**src/rtl/stick_conditioner_pkg.sv**
```systemverilog
// Shared stick codes and helpers for the tail-light front end.
// The sequencer imports the same codes.
package stick_conditioner_pkg;

    localparam logic [1:0] STICK_NONE  = 2'd0;
    localparam logic [1:0] STICK_RIGHT = 2'd1;
    localparam logic [1:0] STICK_LEFT  = 2'd2;

    typedef logic [1:0] stick_t;

    // Counter width for a 0..n-1 counter, never below one bit.
    function automatic int cnt_width(input int n);
        return (n > 1) ? $clog2(n) : 1;
    endfunction

    // Both pressed is a hazard and resolves to neutral.
    function automatic stick_t resolve_stick(
        input logic l,
        input logic r
    );
        stick_t s;
        unique case (1'b1)
            (l && !r): s = STICK_LEFT;
            (r && !l): s = STICK_RIGHT;
            default:   s = STICK_NONE;
        endcase
        return s;
    endfunction

endpackage

```
**src/rtl/stick_conditioner_debouncer.sv**
```systemverilog
// Two-flop synchroniser followed by a stable-run debouncer.
// state flips only after DEBOUNCE_CYCLES differing synced samples.
module switch_debouncer
    import stick_conditioner_pkg::*;
#(
    parameter int DEBOUNCE_CYCLES = 16
)(
    input  logic clk,
    input  logic reset,
    input  logic raw,
    output logic state
);

    localparam int CW = cnt_width(DEBOUNCE_CYCLES);
    localparam logic [CW-1:0] CNT_LAST = CW'(DEBOUNCE_CYCLES - 1);

    logic [1:0]    sync_q;
    logic [1:0]    sync_d;
    logic [CW-1:0] cnt_q;
    logic [CW-1:0] cnt_d;
    logic          state_q;
    logic          state_d;
    logic          synced;

    assign synced = sync_q[1];
    assign state  = state_q;

    // Sync chain, run counter and accepted state; any bounce clears the run.
    always_comb begin
        sync_d  = {sync_q[0], raw};
        cnt_d   = '0;
        state_d = state_q;
        if (synced != state_q) begin
            if (cnt_q == CNT_LAST) begin
                state_d = ~state_q;
            end else begin
                cnt_d = cnt_q + CW'(1);
            end
        end
    end

    // Registers; reset abandons any count in progress.
    always_ff @(posedge clk or negedge reset) begin
        if (!reset) begin
            sync_q  <= '0;
            cnt_q   <= '0;
            state_q <= 1'b0;
        end else begin
            sync_q  <= sync_d;
            cnt_q   <= cnt_d;
            state_q <= state_d;
        end
    end

endmodule

```
**src/rtl/stick_conditioner.sv**
```systemverilog
// Front end for the tail-light sequencer: debounced switches,
// resolved stick code and a slow step enable.
module stick_conditioner
    import stick_conditioner_pkg::*;
#(
    parameter int DEBOUNCE_CYCLES = 16,
    parameter int TICK_DIV        = 8
)(
    input  logic       clk,
    input  logic       reset,
    input  logic       raw_left,
    input  logic       raw_right,
    output logic [1:0] stick,
    output logic       step,
    output logic       conflict
);

    localparam int TW = cnt_width(TICK_DIV);
    localparam logic [TW-1:0] TICK_LAST = TW'(TICK_DIV - 1);

    logic          l_state;
    logic          r_state;
    logic [TW-1:0] tick_q;
    logic [TW-1:0] tick_d;
    logic          wrap;
    stick_t        resolved;
    stick_t        stick_q;
    stick_t        stick_d;
    logic          step_q;
    logic          step_d;
    logic          conflict_q;
    logic          conflict_d;

    switch_debouncer #(
        .DEBOUNCE_CYCLES(DEBOUNCE_CYCLES)
    ) u_left (
        .clk  (clk),
        .reset(reset),
        .raw  (raw_left),
        .state(l_state)
    );

    switch_debouncer #(
        .DEBOUNCE_CYCLES(DEBOUNCE_CYCLES)
    ) u_right (
        .clk  (clk),
        .reset(reset),
        .raw  (raw_right),
        .state(r_state)
    );

    assign wrap     = (tick_q == TICK_LAST);
    assign resolved = resolve_stick(l_state, r_state);

    // Tick phase, step pulse, stick load on wrap, conflict every cycle.
    always_comb begin
        tick_d     = wrap ? '0 : tick_q + TW'(1);
        step_d     = wrap;
        stick_d    = wrap ? resolved : stick_q;
        conflict_d = l_state & r_state;
    end

    // Output and tick registers; reset restarts the tick phase.
    always_ff @(posedge clk or negedge reset) begin
        if (!reset) begin
            tick_q     <= '0;
            step_q     <= 1'b0;
            stick_q    <= STICK_NONE;
            conflict_q <= 1'b0;
        end else begin
            tick_q     <= tick_d;
            step_q     <= step_d;
            stick_q    <= stick_d;
            conflict_q <= conflict_d;
        end
    end

    assign stick    = stick_q;
    assign step     = step_q;
    assign conflict = conflict_q;

endmodule
```
**config.mk**
```make
export PLATFORM = sky130hd
export DESIGN_NAME = stick_conditioner
export DESIGN_NICKNAME = d
export VERILOG_FILES = /design/src/rtl/stick_conditioner_pkg.sv /design/src/rtl/stick_conditioner_debouncer.sv /design/src/rtl/stick_conditioner.sv
export SDC_FILE = /design/constraint.sdc
export NUM_CORES = 1
export LEC_CHECK = 0
export ABC_AREA = 1
export BUFFER_PORTS_ARGS = -buffer_cell sky130_fd_sc_hd__buf_4
export CORE_AREA = 2 2 49 51
export DETAILED_ROUTE_END_ITERATION = 12
export DIE_AREA = 0 0 51 53
export GPL_TIMING_DRIVEN = 0
export PLACE_DENSITY_LB_ADDON = 0.25
export SLEW_MARGIN = 20
export SYNTH_ARGS = -nofsm -noshare
export SYNTH_HDL_FRONTEND = slang
export SYNTH_SLANG_ARGS = --single-unit
```
**constraint.sdc**
```tcl
create_clock -name clk -period 2.2 [get_ports clk]
set_input_delay 0 -clock clk [delete_from_list [all_inputs] [get_ports clk]]
set_output_delay 0 -clock clk [all_outputs]
set_load 0.01 [all_outputs]
```
==> impl_metrics.json <==
{
  "path_class": "flop to flop",
  "ys_seq_elements": 21,
  "ys_warn_count": 0,
  "internal_power_mw": 0.4868,
  "start_kind": "flop",
  "ys_seq_area_frac": 0.6452,
  "switching_power_mw": 0.1386,
  "rsz0062_at_grt": "false",
  "fin_skew_ns": 0.004623,
  "cp_max_fo": 6,
  "reg2reg_depth": 4,
  "synthCells": 74,
  "synth.top_cell.area_share": 0.6452,
  "final_antenna_net_count": 0,
  "grt_pass1_vias": 476,
  "cts_resized": 0,
  "maxSlewViolCount": 0,
  "hpwl_um": 815,
  "num_vias": 517,
  "rows": 17,
  "synth_commonest_cells": "dfrtp_1 (21), nand2_1 (11), inv_1 (9)",
  "drive_gt1_frac": 0.2159,
  "setup-tns-final_ns": 0,
  "antenna_cells": 0,
  "via_per_inst": 4.457,
  "status": "complete, no violations",
  "core_um2": 2148,
  "cts_max_level": 1,
  "switching_share": 0.2216,
  "grt-ovfl-total": 0,
  "io_pins": 8,
  "place_inst": 109,
  "synth_edf_count": 0,
  "clkTransAtPathRegs_ns": 0.11,
  "synthFlopType": "dfrtp_1",
  "fin_crit_sh": 0.5255,
  "crit_required_ns": 2.38,
  "first_iter_violations": 6,
  "fin_cells": 116,
  "synth_cell_type_count": 14,
  "numCtsBuffers": 3,
  "cts_buffer_depth": 2,
  "die_area_um2": 2703,
  "async_flop_share": 1.000,
  "hold_class": "input port to async pin",
  "endpoint_kind": "flop",
  "ir_drop_mv": 0.4538,
  "relSlewSlack": 0.8269,
  "clock_latency_ns": 0.30,
  "seq_power_share": 0.654,
  "syn-cell-area_um2": 814.5,
  "area_growth_pct": 17.67,
  "tightest_slew_ns": 0.2596,
  "period_needed_ns": 1.156,
  "initial_core_util": 0.3791,
  "finalSetupViolCount": 0,
  "firstDrtPassIters": 2,
  "antenna_found_initial": 0,
  "hold_viol": 0,
  "regToRegSetupSlack_ns": 1.04,
  "grt_use_total": 0.09600,
  "power_frac_comb": 0.061,
  "io_buffers": 7,
  "wl_per_cell_um": 9.672,
  "power_density_nw_per_um2": 652.5,
  "ys_top_cells_by_area": "dfrtp_1 (65%), ha_1 (6.1%), nand2_1 (5.1%)",
  "max_stage_delay_ns": 0.40,
  "max_freq_mhz": 864.9,
  "die_w_um": 51,
  "synth.net_count": 82,
  "r2r-start": "tick_q[0]",
  "p_leak_nw": 0.4863,
  "dieHeight_um": 53,
  "wirelength_mm": 1.122,
  "worstReg2RegEnd": "stick[0]",
  "gp_congestion": 0.7036,
  "cts_num_sinks": 21,
  "grt_max_degree": 22,
  "synth_top_area_cell": "dfrtp_1",
  "crit_path_top_delay_cell": "dfrtp_1",
  "grt_first_pass_wirelength_mm": 1.869,
  "critical_path_arrival_ns": 1.34,
  "pwr-share-clk": 0.285,
  "nNetsFinal": 97,
  "tritoncts": "done",
  "syn_avg_cell_area_um2": 11.01,
  "critical_path.most_common_cell": "ha_1",
  "drv_cap": 0,
  "drc": 0,
  "cts_root_buf": "clkbuf_4",
  "cp_cell_sequence": "ha_1 -> ha_1 -> nand3_1 -> o21ai_0",
  "yosysMostFrequentCell": "dfrtp_1"
}
-- flip-flops by register name, summed over array words and instances, names as in the netlist --
| signal | cells |
|---|---|
| u_left.state | 1 |
| u_right.cnt_q | 4 |
| u_left.sync_q | 2 |
| step | 1 |
| u_right.state | 1 |
| u_left.cnt_q | 4 |
| stick | 2 |
| tick_q | 3 |
| conflict | 1 |
| u_right.sync_q | 2 |
-- metal layers --
| metal | wire, µm | track usage | share of wire |
|---|---|---|---|
| met5 | 0 | 0 | 0 |
| met4 | 22 | 0.05405 | 0.020 |
| met3 | 28 | 0.01695 | 0.025 |
| met2 | 527 | 0.1645 | 0.47 |
| met1 | 543 | 0.1138 | 0.48 |
-- cells by family (layout without fill, tap and decap cells) --
group	after synthesis	in the layout	synth area share
buf+inv	11	25	0.05069
flops	21	21	0.6452
fa+ha+maj	4	4	0.06145
simple gates	32	32	0.1966
xor+xnor	2	2	0.02151
compound gates	4	4	0.02457
-- how the worst max path moves through the flow --
stage	start	cells past startpoint	slack [ns]	to
4_1_cts	tick_q[0]	4	1.03	stick[0]
5_1_grt	tick_q[0]	4	0.97	stick[0]
3_5_place_dp	tick_q[0]	4	1.05	stick[1]
3_3_place_gp	tick_q[0]	4	1.06	stick[1]
6_report	tick_q[0]	4	1.04	stick[0]
2_1_floorplan	tick_q[0]	4	1.16	stick[0]
-- metrics by stage --
| step | total power, mW | worst slack, ns | instance area (µm²) | hold slack [ns] | util |
|---|---|---|---|---|---|
| after floorplan | 0.4348 | 1.160 | 814.5 | -0.2956 | - |
| after global placement | 0.4499 | 1.063 | 902.1 | -0.1083 | 0.4199 |
| after detailed placement | 0.4516 | 1.048 | 902.1 | -0.1050 | 0.4199 |
| after CTS | 0.6335 | 1.029 | 958.4 | 0.1015 | 0.4461 |
| after global routing | 0.6527 | 0.9680 | 958.4 | 0.1224 | 0.4461 |
| final | 0.6253 | 1.044 | 958.4 | 0.1035 | 0.4461 |
-- timing repair --
item,4_1_cts,5_1_grt
hold buffers,3,0
endpoints found under the hold margin,23,0
setup buffers,0,0
-- power by group through the flow --
stage	combinational [mW]	clock [mW]	sequential, mW
after floorplan	0.0206	0	0.414
final	0.0383	0.178	0.409
after CTS	0.0392	0.185	0.409
after detailed placement	0.0348	0	0.417
after global placement	0.0343	0	0.416
after global routing	0.0452	0.197	0.411
-- final cells by class --
cell class	instances	area, µm²
clock buffer	4	26.28
fill	205	1190
inverter	11	41.29
multi-input combinational	42	247.7
sequential	21	525.5
tap	28	35.03
timing repair buffer	10	82.58
-- critical path, delay by kind of cell (launching register included) --
family | cells | cell delay (ns)
AOI/OAI and AO/OA | 1 | 0.08
adders and majority gates | 2 | 0.45
DFF | 1 | 0.40
and+or+nand+nor | 1 | 0.11
-- cell usage in the layout (no fill, tap or decap), drive strengths merged --
| cell type | synthesis | layout |
|---|---|---|
| xnor2 | 2 | 2 |
| ha | 4 | 4 |
| dlygate4sd3 | 0 | 3 |
| dfrtp | 21 | 21 |
| nand3 | 8 | 8 |
| nand4 | 2 | 2 |
| nand2 | 13 | 13 |
| buf | 0 | 7 |
| nor2 | 9 | 9 |
| o21ai | 4 | 4 |
| clkbuf | 0 | 4 |
| inv | 11 | 11 |
No activity file was read; power rests on OpenSTA's default activity.
